## src/rtl/dmem_arbiter.sv

```systemverilog
// Two-port arbiter sharing a single-port data RAM between the CPU data port (0)
// and a secondary master (1); round-robin or fixed priority, with per-port lock.
module dmem_arbiter #(
    parameter int AW         = 8,
    parameter int DW         = 32,
    parameter int ARB_MODE   = 0,
    parameter int STARVE_MAX = 4
) (
    input  logic          clk,
    input  logic          rst,
    input  logic          m0_req,
    input  logic [3:0]    m0_we,
    input  logic [AW-1:0] m0_addr,
    input  logic [DW-1:0] m0_wdata,
    input  logic          m0_lock,
    output logic          m0_gnt,
    output logic          m0_rvalid,
    output logic [DW-1:0] m0_rdata,
    input  logic          m1_req,
    input  logic [3:0]    m1_we,
    input  logic [AW-1:0] m1_addr,
    input  logic [DW-1:0] m1_wdata,
    input  logic          m1_lock,
    output logic          m1_gnt,
    output logic          m1_rvalid,
    output logic [DW-1:0] m1_rdata,
    output logic          ram_en,
    output logic [3:0]    ram_we,
    output logic [AW-1:0] ram_addr,
    output logic [DW-1:0] ram_wdata,
    input  logic [DW-1:0] ram_rdata
);

    localparam int SW_CLOG = $clog2(STARVE_MAX + 1);
    localparam int SW      = (SW_CLOG > 3) ? SW_CLOG : 3;
    localparam logic [SW-1:0] STARVE_LIM = SW'(STARVE_MAX);
    localparam logic ROUND_ROBIN = (ARB_MODE == 0);

    logic          last;
    logic          lock_q;
    logic          lock_own;
    logic [SW-1:0] starve_cnt;
    logic          rv0_q;
    logic          rv1_q;

    logic owner_req;
    logic lock_hold;
    logic gnt_any;
    logic win1;

    // A lock whose owner stops requesting falls through to normal arbitration,
    // which then only sees the other port.
    always_comb begin
        owner_req = lock_own ? m1_req : m0_req;
        lock_hold = lock_q & owner_req;
        gnt_any   = 1'b0;
        win1      = 1'b0;
        if (lock_hold) begin
            gnt_any = 1'b1;
            win1    = lock_own;
        end else if (m0_req && m1_req) begin
            gnt_any = 1'b1;
            win1    = ROUND_ROBIN ? ~last : (starve_cnt == STARVE_LIM);
        end else if (m0_req || m1_req) begin
            gnt_any = 1'b1;
            win1    = m1_req;
        end
        if (!rst) begin
            gnt_any = 1'b0;
        end
    end

    assign m0_gnt    = gnt_any & ~win1;
    assign m1_gnt    = gnt_any & win1;
    assign ram_en    = gnt_any;
    assign ram_addr  = win1 ? m1_addr : m0_addr;
    assign ram_wdata = win1 ? m1_wdata : m0_wdata;

    genvar gi;
    generate
        for (gi = 0; gi < 4; gi++) begin : g_we
            assign ram_we[gi] = gnt_any & (win1 ? m1_we[gi] : m0_we[gi]);
        end
    endgenerate

    assign m0_rdata  = ram_rdata;
    assign m1_rdata  = ram_rdata;
    assign m0_rvalid = rv0_q;
    assign m1_rvalid = rv1_q;

    always_ff @(posedge clk or negedge rst) begin
        if (!rst) begin
            last       <= 1'b1;
            lock_q     <= 1'b0;
            lock_own   <= 1'b0;
            starve_cnt <= '0;
            rv0_q      <= 1'b0;
            rv1_q      <= 1'b0;
        end else begin
            rv0_q <= m0_gnt && (m0_we == 4'h0);
            rv1_q <= m1_gnt && (m1_we == 4'h0);
            if (gnt_any) begin
                last     <= win1;
                lock_own <= win1;
                lock_q   <= win1 ? m1_lock : m0_lock;
            end else begin
                lock_q <= 1'b0;
            end
            if (m0_gnt && m1_req) begin
                if (starve_cnt != STARVE_LIM) begin
                    starve_cnt <= starve_cnt + 1'b1;
                end
            end else if (m1_gnt || !m1_req) begin
                starve_cnt <= '0;
            end
        end
    end

endmodule

```

## config.mk

```make
export PLATFORM = sky130hd
export DESIGN_NAME = dmem_arbiter
export DESIGN_NICKNAME = d
export VERILOG_FILES = /design/src/rtl/dmem_arbiter.sv
export SDC_FILE = /design/constraint.sdc
export NUM_CORES = 1
export LEC_CHECK = 0
export BUFFER_PORTS_ARGS = -buffer_cell sky130_fd_sc_hd__buf_2
export CORE_AREA = 2 2 93 95
export CTS_CLUSTER_SIZE = 12
export DETAILED_ROUTE_END_ITERATION = 6
export DIE_AREA = 0 0 95 97
export SLEW_MARGIN = 0
export SYNTH_ARGS = -nofsm -noshare
export SYNTH_HDL_FRONTEND = slang
export SYNTH_SLANG_ARGS = --single-unit
```

## constraint.sdc

```tcl
create_clock -name clk -period 1.7 [get_ports clk]
set_clock_uncertainty 0.15 [all_clocks]
set_input_delay 0.17 -clock clk [delete_from_list [all_inputs] [get_ports clk]]
set_output_delay 0.17 -clock clk [all_outputs]
set_load 0.01 [all_outputs]
```

Yosys cells after proc, flatten, opt, wreduce, memory -nomap -nowiden
Cells that the tools add are included.
Widths: inputs -> output; s select.

storage, ports and cells
  flip-flop bits (word level) = 5
  bits of input ports = 126
  output and inout bits = 113
  logic and storage cells = 36

operators by class
  mux-type cells = 16
  bitwise operators = 9
  reduce and logical (&&, ||, !) cells = 6

operators with widths
  cell               number
  $mux 32            1
  $mux 1             14
  $logic_not 4->1    2
  $mux 8             1
  $and 1x1->1        7
  $logic_and 1x1->1  3
  $not 1->1          2
  $logic_or 1x1->1   1

Longest topological paths before layout
Gate-level depths: netlist of the first run.

  depth after elaboration = 7
  gate-level depth with buffers = 5

Worst setup path after synthesis of the first run
Ideal clock, no wire load.

  path type = register to output
  start = register lock_q
  end = output ram_addr[3]
  arrival time = 1.527 ns
  slack = -0.147 ns
  cell stages (with the launch flop) = 6
  buffers on the path = 2
  cells stage by stage = dfrtp_1 or2_1 buf_6 a31oi_4 buf_6 mux2_1

between the ends
  word-level cells in the longest chain between the ends = 3

ends and longest elaborated chain
  item                    RTL line  source
  from (decl)             40        logic lock_q;
  from (signal assigned)  105       lock_q <= win1 ? m1_lock : m0_lock;
  $and 1x1->1             55        lock_hold = lock_q & owner_req;
  $mux 1                  58        if (lock_hold) begin
  $mux 8                  76        assign ram_addr = win1 ? m1_addr : m0_addr;
  to (decl)               29        output logic [AW-1:0] ram_addr,

No other way between the ends.

Worst setup path after layout of the first run
  start = register lock_q
  end = output ram_wdata[25]

between the ends
  word-level cells in the longest chain between the ends = 3

ends and longest elaborated chain
  item         RTL line  source
  $and 1x1->1  55
  $mux 1       58
  $mux 32      77        assign ram_wdata = win1 ? m1_wdata : m0_wdata;
  to (decl)    30        output logic [DW-1:0] ram_wdata,

No other way between the ends.

==> results.ini, run 1 <==
[outcome]
status = finished, violations left
failing_checks = negative setup slack

[die]
design.core.area_mm2 = 0.008134
io-pin-count = 239
core.rowCount = 33
start_util_pct = 17.34
fp.dieW_um = 95
die_height_um = 97
die-area_mm2 = 0.009215

[clock_network]
ctsLongestPathBuffers = 2
cts_tree = done
clock_sinks = 5
insertion_delay_ns = 0.22
htree_levels = 1
cts_inserted_buffers = 3
clk_root_buffer_cell = sky130_fd_sc_hd__clkbuf_8
clkSlewWorstSetupHoldPaths_ns = 0.04

[setup_path]
highest_delay_cell_along_the_critical_path = sky130_fd_sc_hd__dfrtp_1
worst-path-max-fanout = 5
path_class = reg2out
timing.critical_path.from_type = register
path_buf_inv = 3
critPathMaxStageDelay_ns = 0.38
path_cells = or2_4 > a31oi_4 > buf_6 > clkbuf_16 > mux2_4 > buf_6
worstSetupEndpointType = primary output
cp_data_required_time_ns = 1.38
critical-path-top-delay-family = buffers and inverters
worst_ep_arrival_time_ns = 1.78
cp_common_cell = sky130_fd_sc_hd__buf_6

[sta]
maxSlewHeadroom_pct = 79.20
final_max_slew_violation_count = 0
timing.final.crit_share_pct = 123.3
timing.hold.ws_ns = 0.09037
worst_setup_margin_ns = -0.3969
setup_viol_count_final = 46
worst-slew-pin-transition_ns = 0.3091
report.final.hold_viol_count = 0
layout_min_cycle_time_ns = 2.097
grt_setup_unrepaired = yes
fmaxAchievable_mhz = 476.9
setup_total_negative_slack_ns = -16.02

[place]
gp_congestion = 0.7272
dp.final_hpwl_um = 3955
buffer_ports.inserted = 142

[routing]
drt-total-wl_um = 5394
route.detailed.wl_per_inst_um = 14.62
ratio_of_routed_vias_to_standard_cells = 4.049
firstDrtPassIters = 4
initial_drc_count = 11
detail-route-antenna-nets = 0
dr_total_vias = 1494
drc = 0

[cells_and_area]
diodes = 0
layout-drive-gt1-share_pct = 82.58
nets = 391
layout-area-overhead-vs-synth_pct = 81.28
final_core_utilization_pct = 31.43

[power]
peakVddDrop_mv = 0.1447
cellLeakagePower_nw = 1.356
power_density_mw_per_mm2 = 518.3
fin_total_pwr_w = 0.001325

[synth]
synth.top_cells.by_area = sky130_fd_sc_hd__buf_4, sky130_fd_sc_hd__mux2_2, sky130_fd_sc_hd__dfrtp_1, sky130_fd_sc_hd__mux2_1, sky130_fd_sc_hd__a31oi_1
netlist_instances = 168
post_synth_xor_area_fraction_pct = 0
yosysWarnings = 0
post_synth_and_or_nand_nor_area_fraction_pct = 8.163
count_of_different_cell_masters_after_synthesis = 22
postSynthRegisterBits = 5
synth_top_family_by_area = buffers and inverters
synth_fp_nets = 294
mean_instance_size_in_the_synthesized_netlist_um2 = 8.393
post_synth_instance_area_mm2 = 0.001410
fraction_of_the_mapped_netlist_area_in_compound_gates_pct = 11.00
synth_top_area_share_pct = 34.07
synth_top_area_cell = sky130_fd_sc_hd__buf_4
synth_sequential_area_ratio_pct = 8.962
muxShareOfSynthArea_pct = 31.94
post_synth_fa_ha_maj_area_fraction_pct = 0

[global_route]
largest_net_degree_at_the_start_of_global_routing = 15
vias_in_the_first_global_route = 1568
grt_util_all_layers_pct = 10.63
grt_antenna_before_repair = 0
total_grt_overflow = 0
grt_first_pass_wirelength_um = 7569

[worst_hold_path]
timing.hold.worst.class = in2async

[flow_run]
timing.max_cap.violations = 0

stage by stage:
step / cell area, µm² / setup WS (ns) / std cells
after floorplan: 1553 / -0.08725 / 168
after global placement: 1939 / -0.1772 / 351
after detailed placement: 1939 / -0.2218 / 351
after CTS: 2460 / -0.4190 / 365
after global routing: 2556 / -0.4697 / 369
final: 2556 / -0.3969 / 369
synthesized netlist by cell type (all sizes together):
master,n
nor4,2
dfrtp,4
a21oi,3
buf,69
clkbuf,5
nand2,12
a31oi,12
inv,2
nor2,4
dfstp,1
nand2b,2
nor3,1
o21ai,1
mux2,40
and3,1
and2,2
a211oi,1
o21a,5
or2,1
flip-flops by register name (all words and copies together) (netlist names):
register,flops
m0_rvalid,1
m1_rvalid,1
last,1
lock_q,1
lock_own,1
metal layers:
layer  vias up  wire length, µm  global-route usage [%]
li1        703                -                       -
met1       667             1835                   10.04
met2       103             2820                   20.62
met3        21              584                   1.791
met4         0              153                   6.243
met5         -                0                       0
cells in the final DEF, fill, tap and decap left out, types with 4 or more instances in the layout:
| cell type | instances |
|---|---|
| sky130_fd_sc_hd__buf_4 | 9 |
| sky130_fd_sc_hd__nor2_1 | 4 |
| sky130_fd_sc_hd__nand2_1 | 11 |
| sky130_fd_sc_hd__buf_6 | 45 |
| sky130_fd_sc_hd__a31oi_1 | 7 |
| sky130_fd_sc_hd__buf_2 | 101 |
| sky130_fd_sc_hd__o21a_1 | 5 |
| sky130_fd_sc_hd__dfrtp_1 | 4 |
| sky130_fd_sc_hd__mux2_4 | 40 |
power breakdown:
| part | switching, W | internal (W) |
|---|---|---|
| Combinational | 0.000357 | 0.000607 |
| Sequential | 0.00000789 | 0.000133 |
| Clock | 0.0000596 | 0.000161 |
| Total | 0.000424 | 0.000901 |
worst paths after layout:
check / from / to / slack, ns / cells after the start
worst max-delay path: lock_q$_DFF_PN0_ / ram_wdata[25] / -0.40 / 6
worst min-delay path: rst / last$_DFFE_PN1P_ / 0.09 / 2
worst max register to register: last$_DFFE_PN1P_ / m1_rvalid$_DFF_PN0_ / 0.23 / 5
worst min register to register: last$_DFFE_PN1P_ / last$_DFFE_PN1P_ / 0.49 / 3
min in group clk: rst / lock_q$_DFF_PN0_ / 0.10 / 2
max in group asynchronous: rst / lock_q$_DFF_PN0_ / 0.79 / 3
logic make-up after synthesis:
logic type	Yosys count
flops	5
buf+inv	76
simple gates	25
mux	40
compound gates	22
timing repair:
action	in CTS	in global routing
gates cloned	3	2
gates resized for setup	61	5
hold endpoints to repair	5	1
endpoints found under the setup margin	46	47
pin swaps	9	4
buffers inserted	6	2
hold buffers	1	1
area by class of cell:
class	count	area, µm²
clock buffers	4	45.04
fillers	860	5578
inverters	2	7.507
multi-input cells	87	935.9
flip-flops and latches	5	126.4
well taps	105	131.4
repair buffers	166	1310
Power figures use the tool's default switching activity.
==> inputs of run 2 (changes only) <==
--- a/config.mk
+++ b/config.mk
@@ -5,11 +5,13 @@
 export SDC_FILE = /design/constraint.sdc
 export NUM_CORES = 1
 export LEC_CHECK = 0
+export ABC_AREA = 1
 export BUFFER_PORTS_ARGS = -buffer_cell sky130_fd_sc_hd__buf_2
 export CORE_AREA = 2 2 93 95
 export CTS_CLUSTER_SIZE = 12
 export DETAILED_ROUTE_END_ITERATION = 6
 export DIE_AREA = 0 0 95 97
+export SKIP_CTS_REPAIR_TIMING = 1
 export SLEW_MARGIN = 0
 export SYNTH_ARGS = -nofsm -noshare
 export SYNTH_HDL_FRONTEND = slang
==> run 2 against run 1 <==
  * The flow still finishes with violations (negative setup slack)
  * Clock-buffer cell count unchanged
  * Critical path depth increased by 2
  * Core utilization decreased by 4.9 points
  * Non-clock buffer count decreased by 11
  * Routed wire length increased by 3.6%
  * Final area decreased by 16%
  * Largest power group unchanged
  * Sequential share of layout area increased by 0.91 points
  * Final cell count increased by 18%
  * Power decreased by 17%
==> results.ini, run 2 <==
[routing]
route.detailed.wl_per_inst_um = 12.88
detail-route-antenna-nets = 0
dr_total_vias = 1820
firstDrtPassIters = 4
drt-total-wl_um = 5589
ratio_of_routed_vias_to_standard_cells = 4.194
initial_drc_count = 67
drc = 0

[clock_network]
cts_tree = done
insertion_delay_ns = 0.22
clock_sinks = 5
htree_levels = 1
cts_inserted_buffers = 3
ctsLongestPathBuffers = 2
clkSlewWorstSetupHoldPaths_ns = 0.03
clk_root_buffer_cell = sky130_fd_sc_hd__clkbuf_8

[flow_run]
timing.max_cap.violations = 0

[die]
start_util_pct = 17.34
die_height_um = 97
core.rowCount = 33
design.core.area_mm2 = 0.008134
io-pin-count = 239
die-area_mm2 = 0.009215
fp.dieW_um = 95

[sta]
maxSlewHeadroom_pct = 76.10
fmaxAchievable_mhz = 544.6
worst-slew-pin-transition_ns = 0.3581
worst_setup_margin_ns = -0.1362
setup_viol_count_final = 45
final_max_slew_violation_count = 0
layout_min_cycle_time_ns = 1.836
report.final.hold_viol_count = 0
timing.hold.ws_ns = 0.02979
grt_setup_unrepaired = yes
timing.final.crit_share_pct = 108.0

[setup_path]
timing.critical_path.from_type = register
cp_data_required_time_ns = 1.38
worst_ep_arrival_time_ns = 1.52
worstSetupEndpointType = primary output
path_class = reg2out
worst-path-max-fanout = 7

[synth]
synth_edf_count = 0
post_synth_fa_ha_maj_area_fraction_pct = 0
synth_top_area_share_pct = 34.61
postSynthRegisterBits = 5
post_synth_and_or_nand_nor_area_fraction_pct = 44.99
yosysWarnings = 0
fraction_of_the_mapped_netlist_area_in_compound_gates_pct = 2.662
yosys-top-cells-count = sky130_fd_sc_hd__nand2_1, sky130_fd_sc_hd__buf_4, sky130_fd_sc_hd__nand3_1, sky130_fd_sc_hd__inv_1, sky130_fd_sc_hd__nor2_1
postSynth.topFlopCell = sky130_fd_sc_hd__dfrtp_1
synth_top_area_cell = sky130_fd_sc_hd__buf_4
synthMostInstantiatedCell = sky130_fd_sc_hd__nand2_1
synth_top_family_by_area = simple AND/OR/NAND/NOR gates
count_of_different_cell_masters_after_synthesis = 18
netlist_instances = 249
async_flop_share_pct = 100.0
mean_instance_size_in_the_synthesized_netlist_um2 = 5.663
synth_sequential_area_ratio_pct = 8.962
synth.top_cells.by_area = sky130_fd_sc_hd__buf_4, sky130_fd_sc_hd__nand2_1, sky130_fd_sc_hd__nand3_1, sky130_fd_sc_hd__dfrtp_1, sky130_fd_sc_hd__buf_6
post_synth_instance_area_mm2 = 0.001410
synth_fp_nets = 375
post_synth_xor_area_fraction_pct = 0
muxShareOfSynthArea_pct = 0

[power]
peakVddDrop_mv = 0.1804
power_density_mw_per_mm2 = 508.0
cellLeakagePower_nw = 1.295

[cells_and_area]
diodes = 0
final_design_area_no_fill_mm2 = 0.002160
final_core_utilization_pct = 26.55
layout-drive-gt1-share_pct = 60.79
layout.cells.most_common_list = sky130_fd_sc_hd__buf_2, sky130_fd_sc_hd__nand2_1, sky130_fd_sc_hd__nand3_1
nets = 456
final_common_cell = sky130_fd_sc_hd__buf_2
layout-area-overhead-vs-synth_pct = 53.15
layoutNonFillerInstCount = 434

[place]
pre_cts_ws_ns = 0.07709
dp.final_hpwl_um = 3957
dpl.cell_count = 424
postPlaceCellArea_mm2 = 0.001752
buffer_ports.inserted = 142
gp_congestion = 0.8552

[global_route]
largest_net_degree_at_the_start_of_global_routing = 31
grt_first_pass_wirelength_um = 7024
total_grt_overflow = 0
grt_antenna_before_repair = 0
vias_in_the_first_global_route = 1593
grt_util_all_layers_pct = 9.373

[outcome]
status = finished, violations left
failing_checks = negative setup slack

[worst_hold_path]
timing.hold.worst.class = in2reg

-- run 2: final cells by class --
class / count / area [µm²]
Inverter: 9 / 33.78
Fill cell: 897 / 5974
Sequential cell: 5 / 126.4
Tap cell: 105 / 131.4
Multi-Input combinational cell: 156 / 868.3
Timing Repair Buffer: 155 / 954.7
Clock buffer: 4 / 45.04
-- run 2: where the power goes --
part	switching [W]	internal [W]	leakage [nW]
clock network	0.0000550	0.000161	0.0228
logic	0.000395	0.000352	1.21
registers	0.00000364	0.000131	0.0637
total	0.000453	0.000644	1.29
-- run 2: metrics by stage --
stage / setup TNS (ns) / total power [W]
2_1_floorplan: 0 / 0.0005948
3_3_place_gp: 0 / 0.0007111
3_5_place_dp: 0 / 0.0007147
4_1_cts: -5.989 / 0.0009369
5_1_grt: -8.540 / 0.001186
6_report: -4.763 / 0.001097
-- run 2: final timing paths --
path,startpoint,to,slack (ns),cells after the start
worst min register to register,lock_own$_DFFE_PN0P_,lock_own$_DFFE_PN0P_,0.37,2
worst max-delay path,last$_DFFE_PN1P_,ram_wdata[7],-0.14,8
worst min-delay path,m0_lock,lock_q$_DFF_PN0_,0.03,3
worst max register to register,last$_DFFE_PN1P_,m0_rvalid$_DFF_PN0_,0.19,8
min in group asynchronous,rst,m1_rvalid$_DFF_PN0_,0.26,3
max in group asynchronous,rst,last$_DFFE_PN1P_,0.92,3
-- run 2: cells by family after synthesis --
kind of cell | count (synthesis)
flops | 5
simple gates | 149
compound gates | 7
buf+inv | 88
-- run 2: routing by layer --
metal	wire, µm	global-route usage [%]	vias up
li1	-	-	881
met1	2032	10.32	808
met2	2789	16.31	101
met3	535	1.791	30
met4	231	5.574	0
met5	0	0	-
-- run 2: critical path, stage by stage, from the launching register on --
cell and delay (ns):
sky130_fd_sc_hd__dfstp_2 0.51, sky130_fd_sc_hd__inv_2 0.03, sky130_fd_sc_hd__nand2_2 0.07, sky130_fd_sc_hd__nand3_4 0.11, sky130_fd_sc_hd__nand2_8 0.14, sky130_fd_sc_hd__clkbuf_16 0.19, sky130_fd_sc_hd__nand2_2 0.05, sky130_fd_sc_hd__nand2_1 0.06
sky130_fd_sc_hd__buf_2 0.12
==> inputs of run 3 (changes only) <==
--- a/config.mk
+++ b/config.mk
@@ -5,7 +5,6 @@
 export SDC_FILE = /design/constraint.sdc
 export NUM_CORES = 1
 export LEC_CHECK = 0
-export ABC_AREA = 1
 export BUFFER_PORTS_ARGS = -buffer_cell sky130_fd_sc_hd__buf_2
 export CORE_AREA = 2 2 93 95
 export CTS_CLUSTER_SIZE = 12
==> run 3 against run 2 <==
  * The run still ends with negative setup slack left
  * Core utilization rose by 3.6 points
  * Largest power group unchanged
  * Global-route usage shrank 0.46 points
  * Die area did not move
==> results.ini, run 3 (same netlist as run 1, synthesis figures left out) <==
[power]
power_density_mw_per_mm2 = 518.0
peakVddDrop_mv = 0.1309
cellLeakagePower_nw = 1.297

[die]
core.rowCount = 33
die-area_mm2 = 0.009215
fp.dieW_um = 95
die_height_um = 97
io-pin-count = 239
start_util_pct = 17.34
design.core.area_mm2 = 0.008134

[setup_path]
path_class = reg2out
r2r_cells = 5
critical_path.startpoint = lock_q$_DFF_PN0_
worst_ep_arrival_time_ns = 1.83
worst-path-max-fanout = 5
regToRegEndpoint = lock_q$_DFF_PN0_
r2r_setup_slack_ns = 0.28
reg2reg_from = last$_DFFE_PN1P_
timing.critical_path.from_type = register
worstSetupEndpointType = primary output
cp_data_required_time_ns = 1.38

[sta]
report.final.hold_viol_count = 0
timing.hold.ws_ns = 0.09290
timing.final.crit_share_pct = 126.3
layout_min_cycle_time_ns = 2.147
final_max_slew_violation_count = 0
maxSlewHeadroom_pct = 78.76
grt_setup_unrepaired = yes
setup_viol_count_final = 47
worst-slew-pin-transition_ns = 0.3157
fmaxAchievable_mhz = 465.8
worst_setup_margin_ns = -0.4469

[outcome]
failing_checks = negative setup slack
status = finished, violations left

[worst_hold_path]
worst_hold_path.endpoint = lock_q$_DFF_PN0_
hold_path.startpoint = rst
min_path_cells = 2
timing.hold.worst.class = in2reg

[place]
gp_congestion = 0.7272
buffer_ports.inserted = 142
postPlaceCellArea_mm2 = 0.001939
dp.final_hpwl_um = 3955

[routing]
dr_total_vias = 1484
initial_drc_count = 18
drt-total-wl_um = 5300
firstDrtPassIters = 4
ratio_of_routed_vias_to_standard_cells = 4.077
route.detailed.wl_per_inst_um = 14.56
drc = 0
detail-route-antenna-nets = 0

[cells_and_area]
final_design_area_no_fill_mm2 = 0.002455
layout-drive-gt1-share_pct = 82.24
layout-area-overhead-vs-synth_pct = 74.09
nets = 386
diodes = 0
final_common_cell = sky130_fd_sc_hd__buf_2
layout.cells.most_common_list = sky130_fd_sc_hd__buf_2, sky130_fd_sc_hd__buf_6, sky130_fd_sc_hd__mux2_4

[clock_network]
htree_levels = 1
insertion_delay_ns = 0.22
clkSlewWorstSetupHoldPaths_ns = 0.04
ctsLongestPathBuffers = 2
clk_root_buffer_cell = sky130_fd_sc_hd__clkbuf_8
cts_inserted_buffers = 3
cts_tree = done
clock_sinks = 5

[global_route]
largest_net_degree_at_the_start_of_global_routing = 22
total_grt_overflow = 0
grt_first_pass_wirelength_um = 6458
grt_util_all_layers_pct = 8.915
grt_antenna_before_repair = 0
vias_in_the_first_global_route = 1402

[flow_run]
timing.max_cap.violations = 0

run 3: layout make-up:
type	count	area [µm²]
Fill cell	872	5679
Timing Repair Buffer	161	1202
Multi-Input combinational cell	87	942.2
Tap cell	105	131.4
Sequential cell	5	126.4
Clock buffer	4	45.04
Inverter	2	7.507
run 3: worst max path at each step:
stage	slack (ns)	endpoint
after floorplan	-0.09	ram_addr[0]
after global placement	-0.18	ram_addr[7]
after detailed placement	-0.22	ram_addr[7]
after CTS	-0.47	ram_addr[7]
after global routing	-0.50	ram_wdata[22]
final	-0.45	ram_wdata[25]
run 3: critical path, stage by stage, from the launching register on:
cell and delay [ns]:
sky130_fd_sc_hd__dfrtp_1 0.38, sky130_fd_sc_hd__or2_4 0.25, sky130_fd_sc_hd__a31oi_4 0.23, sky130_fd_sc_hd__buf_6 0.16, sky130_fd_sc_hd__clkbuf_16 0.15, sky130_fd_sc_hd__mux2_4 0.30
sky130_fd_sc_hd__buf_6 0.13
run 3: where the power goes:
group          total (W)  switching, W  leakage (nW)  internal [W]
Sequential      0.000140    0.00000709        0.0638      0.000133
Combinational   0.000907      0.000346          1.21      0.000562
Clock           0.000224     0.0000628        0.0228      0.000161
run 3: routing by layer:
layer | global-route usage [%] | share of wire, %
met1 | 8.811 | 34
met4 | 6.243 | 3.2
met3 | 1.791 | 11
met5 | 0 | 0
met2 | 16.15 | 52
run 3: metrics by stage:
step | setup TNS, ns | cells | utilization (%) | setup slack (ns) | power [W]
after floorplan | -3.203 | 168 | - | -0.08725 | 0.0006835
after global placement | -5.771 | 351 | 23.84 | -0.1772 | 0.0007880
after detailed placement | -7.132 | 351 | 23.84 | -0.2218 | 0.0007956
after CTS | -18.00 | 355 | 24.40 | -0.4723 | 0.001031
after global routing | -20.18 | 364 | 30.18 | -0.5042 | 0.001361
final | -17.19 | 364 | 30.18 | -0.4469 | 0.001272
